**config.mk**
```make
export PLATFORM = sky130hd
export DESIGN_NAME = stream_to_bram_flat
export DESIGN_NICKNAME = d
export VERILOG_FILES = /design/src/rtl/stream_to_bram_if.sv /design/src/rtl/stream_to_bram.sv /design/src/flat_wrapper.sv
export SDC_FILE = /design/constraint.sdc
export NUM_CORES = 1
export LEC_CHECK = 0
export CAP_MARGIN = 5
export CORE_AREA = 2 2 91 114
export DETAILED_ROUTE_END_ITERATION = 16
export DIE_AREA = 0 0 93 116
export GPL_TIMING_DRIVEN = 0
export PLACE_DENSITY_LB_ADDON = 0.2
export SYNTH_ARGS = -nofsm -noshare
export SYNTH_HDL_FRONTEND = slang
export SYNTH_SLANG_ARGS = --single-unit
```
**constraint.sdc**
```tcl
create_clock -name clk -period 5.65 [get_ports clk]
set_input_delay 1.13 -clock clk [delete_from_list [all_inputs] [get_ports clk]]
set_output_delay 1.13 -clock clk [all_outputs]
set_load 0.005 [all_outputs]
```
**src/rtl/stream_to_bram_if.sv**
```systemverilog
// stream_to_bram_if: 32-bit AXI-stream beat handshake.
// master drives data/valid, slave returns ready.
interface stream_to_bram_if;
  logic [31:0] TDATA;
  logic        TVALID;
  logic        TREADY;

  modport master (
    output TDATA,
    output TVALID,
    input  TREADY
  );

  modport slave (
    input  TDATA,
    input  TVALID,
    output TREADY
  );
endinterface

```
**src/rtl/stream_to_bram.sv**
```systemverilog
// stream_to_bram: AXI-stream capture sink writing into a BRAM port.
// Optional ring/stop mode: define STREAM_TO_BRAM_RING_EN.
module stream_to_bram #(
  parameter int MEM_DEPTH          = 2048,
  parameter int C_S_AXI_ADDR_WIDTH = 32,
  parameter int C_S_AXI_DATA_WIDTH = 32,
  parameter int N_REG              = 4
) (
  input  logic                            clk,
  input  logic                            aresetn,
  input  logic                            IPIF_Bus2IP_resetn,
  input  logic [C_S_AXI_ADDR_WIDTH-1:0]   IPIF_Bus2IP_Addr,
  input  logic                            IPIF_Bus2IP_RNW,
  input  logic [C_S_AXI_DATA_WIDTH/8-1:0] IPIF_Bus2IP_BE,
  input  logic                            IPIF_Bus2IP_CS,
  input  logic [N_REG-1:0]                IPIF_Bus2IP_RdCE,
  input  logic [N_REG-1:0]                IPIF_Bus2IP_WrCE,
  input  logic [C_S_AXI_DATA_WIDTH-1:0]   IPIF_Bus2IP_Data,
  output logic [C_S_AXI_DATA_WIDTH-1:0]   IPIF_IP2Bus_Data,
  output logic                            IPIF_IP2Bus_WrAck,
  output logic                            IPIF_IP2Bus_RdAck,
  output logic                            IPIF_IP2Bus_Error,
  input  logic                            fc_orbitSync,
  output logic                            bram_CLK,
  output logic                            bram_RST,
  output logic                            bram_EN,
  output logic [3:0]                      bram_WE,
  output logic [31:0]                     bram_ADDR,
  output logic [31:0]                     bram_DIN,
  stream_to_bram_if.slave                 data_stream
);

  localparam logic [16:0] DEPTH = 17'(MEM_DEPTH);

  typedef enum logic [1:0] {
    IDLE,
    WAIT_TRIG,
    CAPTURE,
    DONE
  } state_t;

  state_t      state_q, state_d;
  logic [16:0] count_q, count_d;
  logic        done_q, done_d;
  logic [1:0]  mode_q;
  logic [15:0] len_q;
  logic [16:0] len_eff;
  logic        orbit_q;
  logic        orbit_edge;
  logic        tready_q;
  logic        beat;
  logic        wr_en;
  logic        busy;
  logic        arm;
  logic [1:0]  arm_mode;
  logic [31:0] wd;
  logic [31:0] rd_word;
  logic [31:0] rdata_q;
  logic        wr_ack_q;
  logic        rd_ack_q;
  logic [N_REG-1:0] wr_sel;
  logic [N_REG-1:0] rd_sel;
  logic        unused_ok;

`ifdef STREAM_TO_BRAM_RING_EN
  logic        ring_q;
  logic        stop;
  logic        wrapped_q, wrapped_d;
  logic [15:0] last_q, last_d;
`endif

  for (genvar g = 0; g < N_REG; g++) begin : g_sel
    assign wr_sel[g] = IPIF_Bus2IP_WrCE[N_REG-1-g];
    assign rd_sel[g] = IPIF_Bus2IP_RdCE[N_REG-1-g];
  end

  assign wd       = 32'(IPIF_Bus2IP_Data);
  assign arm      = wr_sel[0] & wd[0];
  assign arm_mode = wd[2:1];
`ifdef STREAM_TO_BRAM_RING_EN
  assign stop     = wr_sel[0] & wd[4];
`endif

  assign unused_ok = ^{IPIF_Bus2IP_Addr, IPIF_Bus2IP_RNW,
                       IPIF_Bus2IP_BE, IPIF_Bus2IP_CS,
                       wd[31:16], wd[4:3]};

  assign len_eff = (len_q == 16'd0 || {1'b0, len_q} > DEPTH)
                 ? DEPTH : {1'b0, len_q};

  assign orbit_edge = fc_orbitSync & ~orbit_q;
  assign busy       = (state_q == WAIT_TRIG) | (state_q == CAPTURE);
  assign beat       = data_stream.TVALID & tready_q;

  // Beat is written in CAPTURE, or on the trigger edge itself.
  always_comb begin
    wr_en = beat & ~arm &
            ((state_q == CAPTURE) |
             ((state_q == WAIT_TRIG) & orbit_edge));
`ifdef STREAM_TO_BRAM_RING_EN
    wr_en = wr_en & ~stop;
`endif
  end

  assign data_stream.TREADY = tready_q;
  assign bram_CLK  = clk;
  assign bram_RST  = ~aresetn;
  assign bram_EN   = wr_en;
  assign bram_WE   = {4{wr_en}};
  assign bram_ADDR = {13'b0, count_q, 2'b00};
  assign bram_DIN  = wr_en ? data_stream.TDATA : 32'b0;

  // Register bank; cleared by either reset.
  always_ff @(posedge clk or negedge aresetn) begin
    if (!aresetn) begin
      mode_q <= 2'd0;
      len_q  <= DEPTH[15:0];
`ifdef STREAM_TO_BRAM_RING_EN
      ring_q <= 1'b0;
`endif
    end else if (!IPIF_Bus2IP_resetn) begin
      mode_q <= 2'd0;
      len_q  <= DEPTH[15:0];
`ifdef STREAM_TO_BRAM_RING_EN
      ring_q <= 1'b0;
`endif
    end else begin
      if (wr_sel[0]) begin
        mode_q <= wd[2:1];
`ifdef STREAM_TO_BRAM_RING_EN
        ring_q <= wd[3];
`endif
      end
      if (wr_sel[1]) len_q <= wd[15:0];
    end
  end

  // Read-back mux for the selected register.
  always_comb begin
    rd_word = 32'b0;
    unique case (1'b1)
      rd_sel[0]: begin
`ifdef STREAM_TO_BRAM_RING_EN
        rd_word = {28'b0, ring_q, mode_q, 1'b0};
`else
        rd_word = {29'b0, mode_q, 1'b0};
`endif
      end
      rd_sel[1]: rd_word = {16'b0, len_q};
      rd_sel[2]: rd_word = {count_q[15:0], 14'b0, done_q, busy};
      rd_sel[3]: begin
`ifdef STREAM_TO_BRAM_RING_EN
        rd_word = {wrapped_q, 15'b0, last_q};
`else
        rd_word = 32'b0;
`endif
      end
      default: rd_word = 32'b0;
    endcase
  end

  // One-cycle acks with read data registered alongside.
  always_ff @(posedge clk or negedge aresetn) begin
    if (!aresetn) begin
      wr_ack_q <= 1'b0;
      rd_ack_q <= 1'b0;
      rdata_q  <= 32'b0;
    end else begin
      wr_ack_q <= |IPIF_Bus2IP_WrCE;
      rd_ack_q <= |IPIF_Bus2IP_RdCE;
      rdata_q  <= rd_word;
    end
  end

  assign IPIF_IP2Bus_Data  = C_S_AXI_DATA_WIDTH'(rdata_q);
  assign IPIF_IP2Bus_WrAck = wr_ack_q;
  assign IPIF_IP2Bus_RdAck = rd_ack_q;
  assign IPIF_IP2Bus_Error = 1'b0;

  // Orbit sync history and stream-ready flag.
  always_ff @(posedge clk or negedge aresetn) begin
    if (!aresetn) begin
      orbit_q  <= 1'b0;
      tready_q <= 1'b0;
    end else begin
      orbit_q  <= fc_orbitSync;
      tready_q <= 1'b1;
    end
  end

  // Capture FSM next state: arm restarts from any state.
  always_comb begin
    state_d = state_q;
    count_d = count_q;
    done_d  = done_q;
`ifdef STREAM_TO_BRAM_RING_EN
    wrapped_d = wrapped_q;
    last_d    = last_q;
`endif
    if (arm) begin
      state_d = (arm_mode == 2'd1) ? WAIT_TRIG : CAPTURE;
      count_d = 17'd0;
      done_d  = 1'b0;
`ifdef STREAM_TO_BRAM_RING_EN
      wrapped_d = 1'b0;
`endif
    end else begin
      if (wr_en) begin
        state_d = CAPTURE;
`ifdef STREAM_TO_BRAM_RING_EN
        last_d = count_q[15:0];
`endif
        if (count_q + 17'd1 >= len_eff) begin
          state_d = DONE;
          count_d = len_eff;
          done_d  = 1'b1;
`ifdef STREAM_TO_BRAM_RING_EN
          if (ring_q) begin
            state_d   = CAPTURE;
            count_d   = 17'd0;
            done_d    = 1'b0;
            wrapped_d = 1'b1;
          end
`endif
        end else begin
          count_d = count_q + 17'd1;
        end
      end
`ifdef STREAM_TO_BRAM_RING_EN
      if (stop && state_q == CAPTURE) begin
        state_d = DONE;
        done_d  = 1'b1;
      end
`endif
    end
  end

  // Capture FSM state register.
  always_ff @(posedge clk or negedge aresetn) begin
    if (!aresetn) begin
      state_q <= IDLE;
      count_q <= 17'd0;
      done_q  <= 1'b0;
`ifdef STREAM_TO_BRAM_RING_EN
      wrapped_q <= 1'b0;
      last_q    <= 16'd0;
`endif
    end else begin
      state_q <= state_d;
      count_q <= count_d;
      done_q  <= done_d;
`ifdef STREAM_TO_BRAM_RING_EN
      wrapped_q <= wrapped_d;
      last_q    <= last_d;
`endif
    end
  end

endmodule

```
**src/flat_wrapper.sv**
```systemverilog
// flat-port wrapper written by rule: the top's interface ports become plain ports
module stream_to_bram_flat 
#(
  parameter int MEM_DEPTH          = 2048,
  parameter int C_S_AXI_ADDR_WIDTH = 32,
  parameter int C_S_AXI_DATA_WIDTH = 32,
  parameter int N_REG              = 4
)
  (clk, aresetn, IPIF_Bus2IP_resetn, IPIF_Bus2IP_Addr, IPIF_Bus2IP_RNW, IPIF_Bus2IP_BE, IPIF_Bus2IP_CS, IPIF_Bus2IP_RdCE, IPIF_Bus2IP_WrCE, IPIF_Bus2IP_Data, IPIF_IP2Bus_Data, IPIF_IP2Bus_WrAck, IPIF_IP2Bus_RdAck, IPIF_IP2Bus_Error, fc_orbitSync, bram_CLK, bram_RST, bram_EN, bram_WE, bram_ADDR, bram_DIN, data_stream_TDATA, data_stream_TVALID, data_stream_TREADY);
  stream_to_bram_if data_stream_i ();
  input  logic clk;
  input  logic aresetn;
  input  logic IPIF_Bus2IP_resetn;
  input  logic [C_S_AXI_ADDR_WIDTH-1:0] IPIF_Bus2IP_Addr;
  input  logic IPIF_Bus2IP_RNW;
  input  logic [C_S_AXI_DATA_WIDTH/8-1:0] IPIF_Bus2IP_BE;
  input  logic IPIF_Bus2IP_CS;
  input  logic [N_REG-1:0] IPIF_Bus2IP_RdCE;
  input  logic [N_REG-1:0] IPIF_Bus2IP_WrCE;
  input  logic [C_S_AXI_DATA_WIDTH-1:0] IPIF_Bus2IP_Data;
  output logic [C_S_AXI_DATA_WIDTH-1:0] IPIF_IP2Bus_Data;
  output logic IPIF_IP2Bus_WrAck;
  output logic IPIF_IP2Bus_RdAck;
  output logic IPIF_IP2Bus_Error;
  input  logic fc_orbitSync;
  output logic bram_CLK;
  output logic bram_RST;
  output logic bram_EN;
  output logic [3:0] bram_WE;
  output logic [31:0] bram_ADDR;
  output logic [31:0] bram_DIN;
  input wire logic [$bits(data_stream_i.TDATA)-1:0] data_stream_TDATA;
  input wire logic [$bits(data_stream_i.TVALID)-1:0] data_stream_TVALID;
  output wire logic [$bits(data_stream_i.TREADY)-1:0] data_stream_TREADY;
  assign data_stream_i.TDATA = data_stream_TDATA;
  assign data_stream_i.TVALID = data_stream_TVALID;
  assign data_stream_TREADY = data_stream_i.TREADY;
  stream_to_bram #(.MEM_DEPTH(MEM_DEPTH), .C_S_AXI_ADDR_WIDTH(C_S_AXI_ADDR_WIDTH), .C_S_AXI_DATA_WIDTH(C_S_AXI_DATA_WIDTH), .N_REG(N_REG)) u_core (.clk(clk), .aresetn(aresetn), .IPIF_Bus2IP_resetn(IPIF_Bus2IP_resetn), .IPIF_Bus2IP_Addr(IPIF_Bus2IP_Addr), .IPIF_Bus2IP_RNW(IPIF_Bus2IP_RNW), .IPIF_Bus2IP_BE(IPIF_Bus2IP_BE), .IPIF_Bus2IP_CS(IPIF_Bus2IP_CS), .IPIF_Bus2IP_RdCE(IPIF_Bus2IP_RdCE), .IPIF_Bus2IP_WrCE(IPIF_Bus2IP_WrCE), .IPIF_Bus2IP_Data(IPIF_Bus2IP_Data), .IPIF_IP2Bus_Data(IPIF_IP2Bus_Data), .IPIF_IP2Bus_WrAck(IPIF_IP2Bus_WrAck), .IPIF_IP2Bus_RdAck(IPIF_IP2Bus_RdAck), .IPIF_IP2Bus_Error(IPIF_IP2Bus_Error), .fc_orbitSync(fc_orbitSync), .bram_CLK(bram_CLK), .bram_RST(bram_RST), .bram_EN(bram_EN), .bram_WE(bram_WE), .bram_ADDR(bram_ADDR), .bram_DIN(bram_DIN), .data_stream(data_stream_i));
endmodule
```
### After elaboration in Yosys (flattened, before gate mapping)

Index checks and enable logic that the tools add are counted.

| word-level totals | value |
|---|---|
| bits in registers | 74 |
| bits of input ports | 115 |
| output and inout port bits | 107 |
| logic and storage cells | 53 |

| operators by class | value |
|---|---|
| add/sub/neg operators | 1 |
| magnitude comparators | 2 |
| equality and inequality tests | 5 |
| multiplexer cells | 17 |
| bitwise gates (word level) | 11 |
| reductions and logical operators | 7 |

Operators by type and width:

| kind | number |
|---|---|
| 32-bit one-hot mux with 3 select lines | 1 |
| 17-bit 2-to-1 mux | 3 |
| 16-bit 2-to-1 mux | 3 |
| 32-bit 2-to-1 mux | 1 |
| 17-bit by 1-bit adder with 17-bit output, second input constant | 1 |
| 17-bit >= comparator | 1 |
| 16-bit by 12-bit greater-than comparator with 1-bit output, second input constant | 1 |
| 16-bit logical NOT | 1 |
| 2-bit 2-to-1 mux | 5 |
| 4-bit OR reduction | 2 |
| 1-bit bitwise AND | 6 |
| 2-bit by 1-bit == test with 1-bit output, second input constant | 2 |
| 1-bit 2-to-1 mux | 4 |
| 2-bit by 1-bit != test with 1-bit output, second input constant | 2 |
| 2-bit nonzero test | 2 |
| 1-bit inverter | 3 |
| 2-bit == test, second input constant | 1 |
| 1-bit bitwise OR | 2 |
| 2-bit AND reduction | 1 |
| 1-bit logical OR | 1 |

### Longest topological paths before layout

Gate-level depths: netlist of run 1.

| depth | value |
|---|---|
| depth in word-level cells | 7 |
| depth in mapped cells | 15 |

==> results of run 1 <==
-- cell type report --
class	count	area share
Tap cell	126	0.02530
Timing Repair Buffer	150	0.2433
Multi-Input combinational cell	312	0.3234
Clock inverter	6	0.01445
Sequential cell	74	0.2973
Inverter	6	0.003614
Buffer	44	0.04216
Clock buffer	14	0.05039
-- worst max-delay path, stage by stage --
cell	delay (ns)
clkdlybuf4s50_1	0.48
nand2_1	0.05
nor2_1	0.12
o211ai_1	0.22
nor2_1	0.92
buf_4	0.25
clkdlybuf4s50_1	0.50
-- cells by family after synthesis --
family / Yosys count / share of synthesized area
xor gates and xnor gates: 16 / 0.03433
buffers and inverters: 50 / 0.06987
muxes: 18 / 0.04413
DFF: 74 / 0.4539
and+or+nand+nor: 186 / 0.2584
other: 2 / 0.001839
AOI/OAI and AO/OA: 52 / 0.07938
adders and majority gates: 19 / 0.05823
-- cell usage after synthesis, types with 2 or more instances --
library cell,number
or4_1,3
ha_1,19
a211oi_1,3
a31oi_1,3
clkbuf_1,17
a21oi_1,12
o21ai_0,18
dfrtp_1,73
conb_1,2
and3_1,40
buf_2,3
xnor2_1,9
nor3_1,6
nand4_1,9
nor4_1,4
or2_2,2
nand3_1,9
nor2b_1,17
nand3b_1,3
o211ai_1,5
and2_1,33
inv_1,6
buf_4,23
nor2_1,16
mux2i_1,18
xor2_1,7
nand2_1,36
-- through the flow --
step | setup TNS (ns) | instances | worst slack (ns) | util | instance area [sq um]
final | 0 | 732 | 0.8532 | 0.6486 | 6232
after global routing | 0 | 732 | 0.6684 | 0.6486 | 6232
after CTS | 0 | 732 | 0.8311 | 0.6486 | 6232
after detailed placement | 0 | 713 | 0.8542 | 0.6076 | 5838
after global placement | -0.1053 | 712 | -0.1053 | 0.6049 | 5813
after floorplan | 0 | 436 | 1.584 | - | 4154
-- flip-flops by register name, indices dropped and copies added (netlist names) --
signal and cells:
u_core.data_stream.TREADY 1, u_core.mode_q 2, u_core.orbit_q 1, u_core.done_q 1, u_core.IPIF_IP2Bus_RdAck 1, u_core.state_q 2, u_core.IPIF_IP2Bus_WrAck 1, u_core.count_q 17
u_core.IPIF_IP2Bus_Data 32, u_core.len_q 16
-- per-layer routing --
layer,vias up,GRT usage,part of all wire
li1,1777,-,-
met1,1781,0.2934,0.40
met2,161,0.4275,0.50
met3,24,0.07217,0.074
met4,0,0.1108,0.024
met5,-,0,0
-- worst max-delay path by stage --
stage,from,end,slack (ns),cells after the start
5_1_grt,fc_orbitSync,bram_WE[0],0.67,7
4_1_cts,IPIF_Bus2IP_WrCE[3],bram_WE[0],0.83,6
6_report,fc_orbitSync,bram_WE[0],0.85,7
3_3_place_gp,aresetn,bram_RST,-0.11,3
3_5_place_dp,IPIF_Bus2IP_WrCE[3],bram_WE[0],0.85,6
2_1_floorplan,clk,bram_CLK,1.58,1
-- where the power goes --
part           leakage [nW]  switching (mW)  internal [mW]
logic                  1.72           0.114          0.144
registers             0.982          0.0229          0.555
clock network         0.199           0.245          0.499
total                  2.90           0.382           1.20
==> out/qor.yml, run 1 <==
postCtsSetupBuffers: 0
firstDrtPassIters: 4
drive_gt1_frac: 0.09076
finalPower_mw: 1.580
worstPathRequired_ns: 4.52
netlist.area_leader.share: 0.4474
syn_to_final_growth_pct: 52.65
die_h_um: 116
rsz0062_at_grt: "no"
hold_violations: 0
hold_ws_ns: 0.4675
start_kind: "input pin"
most-common-layout-cells: "clkdlybuf4s50_1 (149), dfrtp_1 (73), and3_1 (40)"
fillers: 828
clk_pin_slew_ns: 0.05
tightest_slew_ns: 1.130
grt_antenna_before_repair: 0
hpwl_um: 9962
holdBufCountCts: 0
num-nets-final: 735
num_vias: 3743
ios: 222
drc: 0
final.min_clock_period_ns: 4.797
multi_input_area_sq_mm: 0.002016
drt_iter0_drc: 193
fin_crit_sh: 0.8490
cts_tree: "built"
hold_class: "input pin to asynchronous set/reset pin"
async_flop_share: 1.000
synth_edf_count: 0
grt_use_total: 0.2503
rr_startpoint: "u_core.count_q[2]"
grt_pass1_vias: 3771
synth_cells: 417
crit_fanout: 14
grt_pass1_wl_um: 20090
regArea_sq_mm: 0.001853
place_congestion: 0.8960
dieWidth_um: 93
synth_largest_area_cell: "dfrtp_1"
yosysWarnings: 0
p_per_area_mw_per_mm2: 253.5
synth.avg_cell_area_sq_um: 9.791
crit_arrival_ns: 3.67
reg2regPathDepth: 14
synth_area_sq_mm: 0.004083
ys_ff_latch: 74
routedWlPerCell_um: 17.62
synth.area.top_cells: "dfrtp_1 (45%), and3_1 (6.1%), ha_1 (5.8%), and2_1 (5.1%), mux2i_1 (4.4%)"
max-vdd-ir-drop_mv: 0.1941
grt-ovfl-total: 0
synth_cell_types: 48
synth_ff_type: "dfrtp_1"
final_common_cell: "clkdlybuf4s50_1"
setup_viol: 0
ant_nets: 0
via_per_inst: 5.113
core_area_sq_mm: 0.009609
port_buffers: 150
antenna_cells: 0
r2r-end: "u_core.count_q[7]"
initial_core_util: 0.4249
skew_ns: 0.009238
reg2reg_setup_slack_ns: 1.71
relSlewSlack: 0.2439
worst-setup-path-type: "input pin to output pin"
critPathCaptureType: "output pin"
cts_resized: 0
clock_latency_ns: 0.45
rows: 40
maxSlewViolCount: 0
outcome: "finished, final reports clean"
grt_max_degree: 75
routed_wl_um: 12900
fmax_mhz: 208.5
max-cap-violations: 0
leakage_nw: 2.899
die-area_sq_mm: 0.01079
yosysSeqAreaShare: 0.4539
Note: power is estimated with default switching activity, not from simulation.
==> run 2, diff against run 1 <==
--- a/config.mk
+++ b/config.mk
@@ -6,9 +6,9 @@
 export NUM_CORES = 1
 export LEC_CHECK = 0
 export CAP_MARGIN = 5
-export CORE_AREA = 2 2 91 114
+export CORE_AREA = 2 2 94 118
 export DETAILED_ROUTE_END_ITERATION = 16
-export DIE_AREA = 0 0 93 116
+export DIE_AREA = 0 0 96 120
 export GPL_TIMING_DRIVEN = 0
 export PLACE_DENSITY_LB_ADDON = 0.2
 export SYNTH_ARGS = -nofsm -noshare
==> constraint.sdc (replaced) <==
create_clock -name clk -period 4.96 [get_ports clk]
set_input_delay 0.992 -clock clk [delete_from_list [all_inputs] [get_ports clk]]
set_output_delay 0.992 -clock clk [all_outputs]
set_load 0.005 [all_outputs]
==> out/qor.yml, run 2 (same netlist as run 1, synthesis figures left out) <==
outcome: "finished, final reports clean"  # unchanged
start_kind: "input pin"  # unchanged
fmax_mhz: 226.5
worst-setup-path-type: "input pin to output pin"  # unchanged
postCtsSetupBuffers: 0  # unchanged
die-area_sq_mm: 0.01152  # was 0.01079 sq mm
maxSlewViolCount: 0  # unchanged
num_vias: 3712  # was 3743
place_ws_ns: 0.5267  # was 0.8542 ns
firstDrtPassIters: 4  # unchanged
crit_arrival_ns: 3.42  # was 3.67 ns
holdBufCountCts: 0  # unchanged
grt_max_degree: 74  # was 75
largest_reg_flops: 32  # unchanged
layout_setup_ws_ns: 0.5442  # was 0.8532 ns
skew_ns: 0.004973  # was 0.009238 ns
hold_violations: 0  # unchanged
routedWlPerCell_um: 16.39  # was 17.62 um
cts_tree: "built"  # unchanged
grt_pass1_wl_um: 18930  # was 20090 um
grt-ovfl-total: 0  # unchanged
grt_pass1_vias: 3715  # was 3771
rsz0062_at_grt: "no"  # unchanged
grt_use_total: 0.2214  # was 0.2503
clock_latency_ns: 0.45  # about the same
internal_power_mw: 1.360  # was 1.198 mW
cts_resized: 0  # unchanged
core_area_sq_mm: 0.01046  # was 0.009609 sq mm
cpPeakStageDelay_ns: 0.79  # was 0.92 ns
comb_power_share: 0.164  # was 0.163
dieWidth_um: 96  # was 93 um
seqPwrFrac: 0.369  # was 0.366
relSlewSlack: 0.3460  # was 0.2439
cp_slowest_cell: "nor2_1"  # unchanged
max-cap-violations: 0  # unchanged
num-nets-final: 735  # unchanged
drc: 0  # unchanged
syn_to_final_growth_pct: 52.83  # was 52.65%
place_congestion: 0.9258  # was 0.8960
initial_core_util: 0.3904  # was 0.4249
p_sw_frac: 0.2375  # was 0.2420
ant_nets: 0  # unchanged
hold_class: "input pin to asynchronous set/reset pin"  # unchanged
via_per_inst: 5.030  # was 5.113
port_buffers: 150  # unchanged
drive_gt1_frac: 0.09241  # was 0.09076
p_per_area_mw_per_mm2: 285.9  # was 253.5 mW/mm^2
final_area_sq_mm: 0.006240  # was 0.006232 sq mm
clkPwrFrac: 0.467  # was 0.471
crit_path_cell_trace: "clkdlybuf4s50_1, and2_1, clkbuf_1, nor2_1, buf_4, clkdlybuf4s50_1"  # was clkdlybuf4s50_1, nand2_1, nor2_1, o211ai_1, nor2_1, buf_4, clkdlybuf4s50_1
crit_fanout: 14  # unchanged
hpwl_um: 9271  # was 9962 um
final.min_clock_period_ns: 4.416
clk_pin_slew_ns: 0.06  # was 0.05 ns
rows: 42  # was 40
most-common-layout-cells: "clkdlybuf4s50_1 (149), dfrtp_1 (73), and3_1 (40)"  # unchanged
postPlaceCellArea_sq_mm: 0.005846  # was 0.005838 sq mm
max-vdd-ir-drop_mv: 0.2017  # was 0.1941 mV
critPathCaptureType: "output pin"  # unchanged
die_h_um: 120  # was 116 um
tightest_slew_ns: 0.9773  # was 1.130 ns
routed_wl_um: 12100  # was 12900 um
grt_antenna_before_repair: 0  # unchanged
cpMostUsedCell: "clkdlybuf4s50_1"
final_common_cell: "clkdlybuf4s50_1"  # unchanged
hold_ws_ns: 0.3358  # was 0.4675 ns
fin_crit_sh: 0.8903
worstPathRequired_ns: 3.97  # was 4.52 ns
setup_viol: 0  # unchanged
antenna_cells: 0  # unchanged
fillers: 888  # was 828
drt_iter0_drc: 137  # was 193
fin_util: 0.5967  # was 0.6486
tns_ns: 0  # unchanged
ios: 222  # unchanged
switchingPower_mw: 0.4237  # was 0.3824 mW
leakage_nw: 2.897  # was 2.899 nW
-- run 2: cell type report --
type,instances,area [sq um],area share
Tap cell,132,165.2,0.02647
Inverter,6,22.52,0.003609
Clock inverter,7,93.84,0.01504
Buffer,44,262.8,0.04211
Multi-Input combinational cell,312,2016,0.3230
Sequential cell,74,1853,0.2970
Timing Repair Buffer,150,1516,0.2430
Clock buffer,13,310.3,0.04973
-- run 2: critical path, delay by kind of cell --
| family | cells | cell delay (ns) |
|---|---|---|
| buffers and inverters | 4 | 1.43 |
| and+or+nand+nor | 2 | 1.00 |
-- run 2: metrics by stage --
| stage | cells | power, mW |
|---|---|---|
| final | 738 | 1.784 |
| after global routing | 738 | 1.865 |
| after CTS | 738 | 1.807 |
| after detailed placement | 719 | 0.9921 |
| after global placement | 718 | 0.9832 |
| after floorplan | 436 | 0.8031 |
-- run 2: path summary, 6_finish.rpt --
check	endpoint	depth (start not counted)	slack [ns]	startpoint
worst min-delay path	u_core.IPIF_IP2Bus_Data[29]	1	0.34	aresetn
min in group clk	u_core.IPIF_IP2Bus_Data[1]	2	0.50	u_core.mode_q[0]
worst min register to register	u_core.IPIF_IP2Bus_Data[1]	2	0.50	u_core.mode_q[0]
worst max-delay path	bram_WE[1]	6	0.54	IPIF_Bus2IP_WrCE[3]
max in group asynchronous	u_core.len_q[11]	2	4.04	aresetn
worst max register to register	u_core.count_q[7]	14	1.08	u_core.len_q[7]
-- run 2: power groups by stage --
stage	logic, mW	clock network (mW)	registers (mW)
after detailed placement	0.295	0.0281	0.669
after global placement	0.287	0.0281	0.668
final	0.292	0.833	0.659
after CTS	0.296	0.853	0.658
after floorplan	0.126	0.0131	0.664
after global routing	0.324	0.878	0.662
-- run 2: metal layers --
layer  global-route usage  up-vias  wire [um]
met3              0.07407       27        979
met5                    0        -          0
li1                     -     1787          -
met2               0.3451      150       5874
met1               0.2771     1748       4934
met4              0.09464        0        309
==> run 3, diff against run 2 <==
--- a/config.mk
+++ b/config.mk
@@ -10,6 +10,7 @@
 export DETAILED_ROUTE_END_ITERATION = 16
 export DIE_AREA = 0 0 96 120
 export GPL_TIMING_DRIVEN = 0
+export HOLD_SLACK_MARGIN = 0.06
 export PLACE_DENSITY_LB_ADDON = 0.2
 export SYNTH_ARGS = -nofsm -noshare
 export SYNTH_HDL_FRONTEND = slang
==> results of run 3 <==
Final layout, timing and power as in run 2 (identical DEF).
